==> src/rtl/lcd_pkg.sv <==
// Shared LCD package: default timing, reader state encoding, busy-flag index.
package lcd_pkg;

    localparam int unsigned LCD_PULSE_E_DLY = 12;
    localparam int unsigned LCD_SETUP_DLY   = 2;
    localparam int unsigned LCD_BF_BIT      = 7;

    typedef enum logic [2:0] {
        ST_IDLE,
        ST_SETUP,
        ST_E_HI0,
        ST_E_LO0,
        ST_E_HI1,
        ST_E_LO1,
        ST_CHECK
    } lcd_state_t;

    // Bits needed to hold max_val (at least 1).
    function automatic int unsigned cnt_width(input int unsigned max_val);
        int unsigned w;
        w = 1;
        for (int unsigned i = 1; i < 32; i++) begin
            if ((max_val >> i) != 0) w = i + 1;
        end
        return w;
    endfunction

endpackage

==> src/rtl/lcd_phase_timer.sv <==
// Loadable down-counter; done is high for exactly one cycle, load_val+1
// cycles after the load edge.
module lcd_phase_timer #(
    parameter int unsigned WIDTH = 4
) (
    input  logic             clk,
    input  logic             rst,
    input  logic             load,
    input  logic [WIDTH-1:0] load_val,
    output logic             done
);

    logic [WIDTH-1:0] cnt;
    logic             active;

    assign done = active && (cnt == '0);

    // Count down after a load; disarm once done has been signalled.
    always_ff @(posedge clk) begin
        if (rst) begin
            cnt    <= '0;
            active <= 1'b0;
        end else if (load) begin
            cnt    <= load_val;
            active <= 1'b1;
        end else if (done) begin
            active <= 1'b0;
        end else if (active) begin
            cnt <= cnt - 1'b1;
        end
    end

endmodule

==> src/rtl/lcd_reader.sv <==
// LCD 4-bit bus reader: single byte reads and busy-flag polling.
module lcd_reader
    import lcd_pkg::*;
#(
    parameter int unsigned PULSE_E_DLY = LCD_PULSE_E_DLY,
    parameter int unsigned SETUP_DLY   = LCD_SETUP_DLY,
    parameter int unsigned MAX_POLLS   = 1000
) (
    input  logic       clk,
    input  logic       rst,
    output logic       lcd_e,
    output logic       lcd_rw,
    output logic       lcd_rs,
    output logic       lcd_d_oe,
    input  logic [3:0] lcd_d_in,
    input  logic       if_read,
    input  logic       if_poll,
    input  logic       if_rs,
    output logic       if_ready,
    output logic       if_valid,
    output logic [7:0] if_data,
    output logic       if_timeout
);

    localparam int unsigned TMAX = (PULSE_E_DLY > SETUP_DLY) ? PULSE_E_DLY : SETUP_DLY;
    localparam int unsigned TW   = cnt_width(TMAX);
    localparam int unsigned PW   = cnt_width(MAX_POLLS);

    localparam logic [TW-1:0] PULSE_LOAD = TW'(PULSE_E_DLY);
    localparam logic [TW-1:0] SETUP_LOAD = TW'(SETUP_DLY);
    localparam logic [PW-1:0] POLL_LAST  = PW'(MAX_POLLS - 1);

    lcd_state_t    state;
    logic          is_poll;
    logic [PW-1:0] poll_cnt;
    logic          accept;
    logic          repoll;
    logic          timer_load;
    logic [TW-1:0] timer_val;
    logic          timer_done;

    assign lcd_d_oe = ~lcd_rw;
    assign accept   = if_ready && (if_read || if_poll);
    assign repoll   = (state == ST_CHECK) && is_poll && if_data[LCD_BF_BIT]
                      && (poll_cnt != POLL_LAST);

    lcd_phase_timer #(.WIDTH(TW)) u_timer (
        .clk      (clk),
        .rst      (rst),
        .load     (timer_load),
        .load_val (timer_val),
        .done     (timer_done)
    );

    // Reload the phase timer on every edge that enters a timed state.
    always_comb begin
        timer_load = 1'b0;
        timer_val  = PULSE_LOAD;
        case (state)
            ST_IDLE: begin
                timer_load = accept;
                timer_val  = SETUP_LOAD;
            end
            ST_SETUP, ST_E_HI0, ST_E_LO0, ST_E_HI1: timer_load = timer_done;
            ST_CHECK: begin
                timer_load = repoll;
                timer_val  = SETUP_LOAD;
            end
            default: timer_load = 1'b0;
        endcase
    end

    // Read sequencer with registered bus and handshake outputs.
    always_ff @(posedge clk) begin
        if (rst) begin
            state      <= ST_IDLE;
            is_poll    <= 1'b0;
            poll_cnt   <= '0;
            lcd_e      <= 1'b0;
            lcd_rw     <= 1'b0;
            lcd_rs     <= 1'b0;
            if_ready   <= 1'b1;
            if_valid   <= 1'b0;
            if_data    <= '0;
            if_timeout <= 1'b0;
        end else begin
            if_valid <= 1'b0;
            case (state)
                ST_IDLE: if (accept) begin
                    is_poll    <= if_poll;
                    lcd_rs     <= if_poll ? 1'b0 : if_rs;
                    lcd_rw     <= 1'b1;
                    poll_cnt   <= '0;
                    if_ready   <= 1'b0;
                    if_timeout <= 1'b0;
                    state      <= ST_SETUP;
                end
                ST_SETUP: if (timer_done) begin
                    lcd_e <= 1'b1;
                    state <= ST_E_HI0;
                end
                ST_E_HI0: if (timer_done) begin
                    if_data[7:4] <= lcd_d_in;
                    lcd_e        <= 1'b0;
                    state        <= ST_E_LO0;
                end
                ST_E_LO0: if (timer_done) begin
                    lcd_e <= 1'b1;
                    state <= ST_E_HI1;
                end
                ST_E_HI1: if (timer_done) begin
                    if_data[3:0] <= lcd_d_in;
                    lcd_e        <= 1'b0;
                    state        <= ST_E_LO1;
                end
                ST_E_LO1: if (timer_done) begin
                    state <= ST_CHECK;
                end
                ST_CHECK: begin
                    if (is_poll && if_data[LCD_BF_BIT]) poll_cnt <= poll_cnt + 1'b1;
                    if (repoll) begin
                        state <= ST_SETUP;
                    end else begin
                        if_timeout <= is_poll && if_data[LCD_BF_BIT];
                        lcd_rw     <= 1'b0;
                        if_valid   <= 1'b1;
                        if_ready   <= 1'b1;
                        state      <= ST_IDLE;
                    end
                end
                default: state <= ST_IDLE;
            endcase
        end
    end

endmodule

==> config.mk <==
export PLATFORM = sky130hd
export DESIGN_NAME = lcd_reader
export DESIGN_NICKNAME = d
export VERILOG_FILES = /design/src/rtl/lcd_pkg.sv /design/src/rtl/lcd_phase_timer.sv /design/src/rtl/lcd_reader.sv
export SDC_FILE = /design/constraint.sdc
export NUM_CORES = 1
export LEC_CHECK = 0
export BUFFER_PORTS_ARGS = -buffer_cell sky130_fd_sc_hd__buf_2
export CAP_MARGIN = 20
export CORE_AREA = 2 2 67 69
export DETAILED_ROUTE_END_ITERATION = 8
export DIE_AREA = 0 0 69 71
export REMOVE_ABC_BUFFERS = 1
export SYNTH_ARGS = -nofsm -noshare
export SYNTH_HDL_FRONTEND = slang
export SYNTH_SLANG_ARGS = --single-unit
==> constraint.sdc <==
create_clock -name clk -period 3.4 [get_ports clk]
set_clock_uncertainty 0.05 [all_clocks]
set_input_delay 0.34 -clock clk [delete_from_list [all_inputs] [get_ports clk]]
set_output_delay 0.34 -clock clk [all_outputs]
set_load 0.1 [all_outputs]
; After elaboration in Yosys (flattened, before gate mapping)
; Cells that the tools add are included.
[word_totals]
output_inout_bits = 15
input_bits = 9
wordCells = 91
reg_bits = 33
[op_classes]
add_sub_neg = 2
reduce_logical = 26
eq_ne = 18
bitwise = 2
n_mux = 30
[op_table]
columns = operator, n
row1 = $pmux 3 s7, 1
row2 = $mux 10, 2
row3 = $pmux 10 s2, 1
row4 = $mux 3, 6
row5 = $mux 4, 4
row6 = $ne 2x2->1 const B, 8
row7 = $mux 1, 11
row8 = $add 10x1->10 const B, 1
row9 = $ne 10x10->1 const B, 1
row10 = $eq 3x3->1 const B, 3
row11 = $reduce_and 3->1, 3
row12 = $pmux 1 s2, 4
row13 = $reduce_and 2->1, 4
row14 = $reduce_bool 2->1, 4
row15 = $reduce_or 2->1, 4
row16 = $eq 3x2->1 const B, 2
row17 = $logic_and 1x1->1, 6
row18 = $ne 2x1->1 const B, 3
row19 = $reduce_and 6->1, 1
row20 = $logic_not 4->1, 1
row21 = $reduce_or 4->1, 1
row22 = $sub 4x1->4 const B, 1
row23 = $eq 3x1->1 const B, 1
row24 = $logic_not 3->1, 1
row25 = 3 further kinds, 4

; Logic depth before layout (Yosys ltp)
; Gate-level depths: netlist of the first run.
[logic_depth]
ltp_word = 7
mapped_depth = 7

; Hierarchy
; From an unflattened synthesis of the first run, not the netlist that was laid out.
[unflattened]
hier_cells = 184
hier_area_um2 = 1641.6
[modules_own_cells]
columns = module, n_inst, area_per_inst_um2, cells_each
row1 = lcd_reader, 1, 1325.0, 150
row2 = lcd_phase_timer, 1, 316.6, 34

; Least setup slack after synthesis of the first run
; OpenSTA, ideal clock, no wires.
[synth_path]
path_kind = flip-flop to flip-flop
start = reg if_data[7]
end = reg poll_cnt[8]
path_stages_with_launch = 5
setup_slack_ps = 1285
t_arrival_ps = 1993
period_less_slack_ps = 2115
n_path_buf = 0
path_cell_list = dfxtp_1 > and2_2 > a22oi_4 > or4_1 > a21oi_1
[synth_via]
elab_chain_cells = 3
[synth_lines]
columns = element, line_no
row1 = start: declaration, lcd_reader.sv:21  ; output logic [7:0] if_data,
row2 = start signal: assignment, lcd_reader.sv:103  ; if_data[7:4] <= lcd_d_in;
row3 = $logic_and 1x1->1, lcd_reader.sv:120  ; if (is_poll && if_data[LCD_BF_BIT]) poll_cnt <= poll_cnt + 1'b1;
row4 = $ne 2x1->1 (no source line), --
row5 = $reduce_and 3->1 (no source line), --
row6 = end signal: assignment, lcd_reader.sv:120
row7 = end: declaration, lcd_reader.sv:35  ; logic [PW-1:0] poll_cnt;
; Every way passes these cells.
; A chain may end at the register's enable or synchronous reset.

; Final worst setup path of the first run
[layout_path]
start = reg state[1]
end = reg poll_cnt[9]
[layout_via]
elab_chain_cells = 3
[layout_lines]
columns = element, line_no
row1 = start: declaration, lcd_reader.sv:33  ; lcd_state_t state;
row2 = start signal: assignment, lcd_reader.sv:76  ; state <= ST_IDLE;
row3 = start signal: assignment, lcd_reader.sv:96  ; state <= ST_SETUP;
row4 = start signal: assignment, lcd_reader.sv:100  ; state <= ST_E_HI0;
row5 = $eq 3x3->1 / $logic_not 3->1 (equally long branches), lcd_reader.sv:88  ; case (state)
row6 = $ne 2x1->1 (no source line) (tied with other cells), --
row7 = $reduce_and 3->1 (no source line), --
; Parallel ways exist; a longest one is shown, timed or not.

==> impl_metrics.csv, run 1 <==
group,metric,value,unit
clocking,tritoncts,"yes",
synth,synth.distinct_cells,46,
placed_design,placedCellCount,243,
power,leakage,0.802,nW
worst_setup_path,crit_type,"reg2reg",
power,switching_share,31.8,%
clocking,cts_resized,0,
placed_design,place_hpwl,2.37,mm
sta,max-slew-margin-rel,67.4,%
synth,syn_area,1610,sq um
clocking,cts_sinks,33,
worst_setup_path,crit_fanout,15,
global_routing,grt_pass1_vias,1279,
routing,detail_route.wl_per_cell,12.9,um
floorplan,fp.coreArea,4200,sq um
worst_setup_path,cp-start-kind,"flop",
floorplan,fp-row-count,24,
job,drv_cap,0,
final_layout,drive_gt1_share,19.6,%
global_routing,track_usage,14.2,%
sta,setup_viol,0,
synth,synth_flop_cell,"dfxtp_1",
sta,final_max_slew_viol_count,0,
synth,synth_warnings,0,
routing,vias_per_cell,5.32,
floorplan,ioPinCount,24,
power,clockPowerShare,38.1,%
power,totalPowerFinal,0.00115,W
power,p_int,0.000787,W
global_routing,antenna_found_initial,0,
final_layout,layout.nets,210,
clocking,path_clk_slew,0.07,ns
routing,drt_iter0_drc,22,
final_layout,area_growth_syn_to_layout,15.3,%
clocking,numCtsBuffers,5,
placed_design,postPlaceCellArea,1730,sq um
sta,max_freq,0.523,GHz
placed_design,io_buffers,23,
floorplan,fp.dieW,69,um
sta,final.period_utilization,56.2,%
synth,synth_edf_count,0,
power,p_sw,0.000366,W
routing,ant_nets,0,
final_layout,most-common-layout-cells,"dfxtp_1 (33), buf_2 (23), nor2_1 (18), nand2_1 (14), a21oi_1 (13)",
placed_design,gp_congestion,0.700,
worst_setup_path,end_kind,"flop",
routing,drt-total-wl,3.23,mm
synth,postSynthAreaPerCell,9.17,sq um
synth,synth_cells,176,
routing,routed-via-count,1336,
final_layout,design_area,1860,sq um
final_layout,layout_commonest_cell,"dfxtp_1",
clocking,clock_latency,0.29,ns
floorplan,dieArea,4900,sq um
floorplan,start_util,38.4,%
worst_setup_path,crit_required,3.57,ns
sta,finalHoldViolations,0,
global_routing,grt_pass1_wl,5.69,mm
floorplan,die_h,71,um
sta,fin_tns_setup,0,ns
hold_path,hold_path.class,"in2reg",
sta,tightestPinTransition,0.492,ns
worst_setup_path,crit_path_start,"state[1]",
sta,rsz0062_at_grt,"no",
clocking,clockBufferDepth,2,
final_layout,fin_cells,251,
final_layout,diodes,0,
clocking,cts_hold_buf,0,
power,combPwrFrac,23.5,%
status,outcome,"finished, final reports clean",
global_routing,grt-ovfl-total,0,
power,ir_drop,307,uV
clocking,htree_levels,2,
worst_setup_path,r2r_slack,1.49,ns
hold_path,min_from,"lcd_d_in[1]",
routing,dr.pass1.iters,4,
clocking,cts-root-buf,"clkbuf_8",
clocking,cts_post_setup_buffers_inserted,0,
synth,seq_area_frac_synth,40.9,%
routing,drcViolationCount,0,
final_layout,finish.utilization,44.3,%
power,p_per_area,620,nW/um^2
worst_setup_path,crit_arrival,2.08,ns
synth,ys_async_sr_fraction,0,%
global_routing,grt_max_degree,23,
synth,synth_seq_cells,33,
worst_setup_path,r2r-start,"state[1]",
sta,finalCriticalPeriod,1.91,ns
power,seqPwrFrac,38.4,%
-- layer usage --
layer  GRT usage [%]  vias to the layer above  share of wire (%)
met4            5.23                        0                1.5
met3            5.27                        5                5.7
li1                -                      691                  -
met5               0                        -                  0
met2            23.4                       28                 46
met1            17.0                      612                 47
-- through the flow --
step,hold WS (ns),setup slack [ns]
floorplan,0.359,1.25
global placement,0.395,1.53
detailed placement,0.400,1.50
CTS,0.235,1.48
global route,0.260,1.33
finish,0.244,1.49
-- layout make-up --
cell class                 count  area, sq um
timing repair buffer          23          115
multi-input combinational    129          863
clock buffer                   5         68.8
sequential                    33          661
inverter                       6         22.5
tap                           52         65.1
fill                         416         2340
clock inverter                 3         65.1
-- path summary, 6_finish.rpt --
kind	end	depth (start not counted)
max	poll_cnt[9]	4
min	if_data[5]	3
max reg2reg	poll_cnt[9]	4
min reg2reg	lcd_rs	2
-- registers in the layout, summed over array words and instances (netlist names) --
name and cells:
poll_cnt 10, if_data 8, u_timer.cnt 4, state 3, if_ready 1, if_timeout 1
if_valid 1, is_poll 1, lcd_e 1, lcd_rs 1, lcd_rw 1, u_timer.active 1
-- cell families (layout without fill, tap and decap cells) --
| group | Yosys count | after routing | synth area share [%] |
|---|---|---|---|
| adder cells (fa/ha/maj) | 3 | 3 | 2.33 |
| AO/OA/AOI/OAI | 44 | 44 | 18.4 |
| XOR/XNOR | 4 | 4 | 2.17 |
| buffers and inverters | 14 | 37 | 5.58 |
| flip-flops | 33 | 33 | 40.9 |
| multiplexers | 10 | 10 | 6.36 |
| AND/OR/NAND/NOR | 68 | 68 | 24.3 |
-- Yosys cell counts (all sizes together) (3+ instances only) --
| library cell | count | share of area (%) |
|---|---|---|
| dfxtp | 33 | 41 |
| o31ai | 5 | 2.3 |
| mux2i | 8 | 5.0 |
| ha | 3 | 2.3 |
| or3 | 4 | 1.7 |
| clkbuf | 3 | 0.70 |
| a211oi | 3 | 1.4 |
| inv | 6 | 1.4 |
| buf | 5 | 3.5 |
| nand3 | 7 | 2.2 |
| o21a | 4 | 1.9 |
| or4 | 5 | 2.3 |
| nor2 | 18 | 4.2 |
| a21oi | 13 | 4.0 |
| nand2b | 3 | 1.2 |
| o21ai | 9 | 2.8 |
| nand2 | 14 | 3.3 |
-- critical path, cell delays in order (launching register included) --
cell     delay [ns]
dfxtp_1        0.58
and3b_1        0.38
a22oi_4        0.16
or4_1          0.52
a21oi_1        0.15
-- power by group through the flow --
stage               Sequential, W  Combinational (W)  Clock (W)
floorplan                0.000505           0.000159          0
global placement         0.000452           0.000271          0
detailed placement       0.000453           0.000272          0
CTS                      0.000444           0.000273   0.000451
global route             0.000449           0.000297   0.000461
finish                   0.000444           0.000271   0.000439
Power figures use the tool's default switching activity.
==> run 2: changes to the inputs <==
- clock period: 3.4 -> 1.72 ns (I/O delays scaled with it)
==> impl_metrics.csv, run 2 (synthesis results as in run 1) <==
group,metric,value,unit
routing,vias_per_cell,5.24,
routing,drt-total-wl,3.50,mm
sta,final.period_utilization,95.5,%
floorplan,fp.dieW,69,um
sta,finalCriticalPeriod,1.64,ns
final_layout,diodes,0,
worst_setup_path,crit_type,"reg2reg",
worst_setup_path,end_kind,"flop",
floorplan,fp.coreArea,4200,sq um
sta,tightestPinTransition,0.609,ns
sta,hold_ws,0.0821,ns
clocking,numCtsBuffers,5,
routing,ant_nets,0,
final_layout,area_growth_syn_to_layout,24.2,%
clocking,clockBufferDepth,2,
clocking,cts-root-buf,"clkbuf_8",
routing,drcViolationCount,0,
routing,route.met3.wl,158,um
hold_path,hold_path.class,"in2reg",
sta,max-slew-margin-rel,58.8,%
placed_design,gp_congestion,0.823,
power,switching_share,32.8,%
power,combPwrFrac,29.2,%
final_layout,layout_commonest_cell,"dfxtp_1",
clocking,tritoncts,"yes",
placed_design,place_hpwl,2.58,mm
routing,drt-met1-wl,1.64,mm
final_layout,finish.utilization,47.7,%
power,clockPowerShare,32.9,%
sta,max_freq,0.609,GHz
routing,routed-via-count,1415,
worst_setup_path,crit_required,1.89,ns
clocking,htree_levels,2,
clocking,cts_hold_buf,0,
global_routing,grt_pass1_wl,6.06,mm
final_layout,top_regs,"poll_cnt x10, if_data x8, u_timer.cnt x4",
clocking,path_clk_slew,0.07,ns
global_routing,track_usage,15.2,%
sta,setup_viol,0,
power,leakage,0.889,nW
power,totalPowerFinal,0.00229,W
global_routing,grt_pass1_vias,1359,
final_layout,largest_reg_flops,10,
sta,final_max_slew_viol_count,0,
worst_setup_path,crit_arrival,1.81,ns
clocking,clock_latency,0.28,ns
power,p_sw,0.000752,W
clocking,cts_sinks,33,
placed_design,io_buffers,23,
sta,finalHoldViolations,0,
job,drv_cap,0,
routing,dr_wl_met2,1.65,mm
global_routing,antenna_found_initial,0,
floorplan,ioPinCount,24,
floorplan,dieArea,4900,sq um
power,seqPwrFrac,37.9,%
global_routing,grt-ovfl-total,0,
routing,routed.top_layer,"met4",
placed_design,postPlaceCellArea,1860,sq um
global_routing,grt_max_degree,22,
status,outcome,"finished, final reports clean",
power,ir_drop,822,uV
routing,detail_route.wl_per_cell,13.0,um
worst_setup_path,crit_fanout,12,
floorplan,die_h,71,um
final_layout,top_register,"poll_cnt",
worst_setup_path,cp-start-kind,"flop",
final_layout,layout.nets,229,
power,p_int,0.00154,W
final_layout,design_area,2000,sq um
placed_design,dp_slack,0.000629,ns
routing,dr.pass1.iters,4,
sta,finalWorstSetupSlack,0.0775,ns
final_layout,drive_gt1_share,28.0,%
final_layout,most-common-layout-cells,"dfxtp_1 (32), buf_2 (23), buf_4 (19), nor2_1 (18), nand2_1 (14)",
floorplan,fp-row-count,24,
floorplan,start_util,38.4,%
power,p_per_area,1140,nW/um^2
routing,drt_iter0_drc,38,
-- run 2: repair_timing --
action / in CTS / in global routing
pin swaps: 0 / 4
setup buffers: 0 / 1
resized for setup: 1 / 7
cloned: 0 / 0
endpoints found under the setup margin: 4 / 12
-- run 2: power groups by stage --
stage | sequential [W] | combinational, W | clock (W)
after floorplan | 0.000998 | 0.000314 | 0
after global placement | 0.000880 | 0.000636 | 0
after global routing | 0.000875 | 0.000725 | 0.000794
final | 0.000868 | 0.000670 | 0.000754
after CTS | 0.000865 | 0.000639 | 0.000772
after detailed placement | 0.000881 | 0.000635 | 0
-- run 2: critical path, stage by stage, from the launching register on --
cell and delay, ns:
dfxtp_1 0.33, buf_4 0.16, nor3_4 0.20, a22oi_4 0.16
or4_1 0.52, a21oi_1 0.15
-- run 2: worst paths after layout --
kind	cells past startpoint	from	endpoint	slack, ns
worst max-delay path	5	state[1]	poll_cnt[9]	0.08
worst min-delay path	3	lcd_d_in[0]	if_data[4]	0.08
worst max register to register	5	state[1]	poll_cnt[9]	0.08
worst min register to register	2	lcd_rs	lcd_rs	0.40
-- run 2: final cells by class --
cell class | instances | area [sq um]
Multi-Input combinational cell | 129 | 881
Fill cell | 423 | 2200
Tap cell | 52 | 65.1
Sequential cell | 33 | 662
Clock buffer | 7 | 86.3
Timing Repair Buffer | 42 | 258
Clock inverter | 1 | 30.0
Inverter | 6 | 22.5
-- run 2: metal layers --
metal	vias up	track usage, %
li1	723	-
met1	660	19.1
met2	27	24.7
met3	5	4.70
met4	0	5.45
met5	-	0
-- run 2: through the flow --
stage                     TNS [ns]  std cells
after floorplan              -5.05        168
after global placement           0        261
after detailed placement         0        261
after CTS                        0        269
after global routing        -0.107        270
final                            0        270
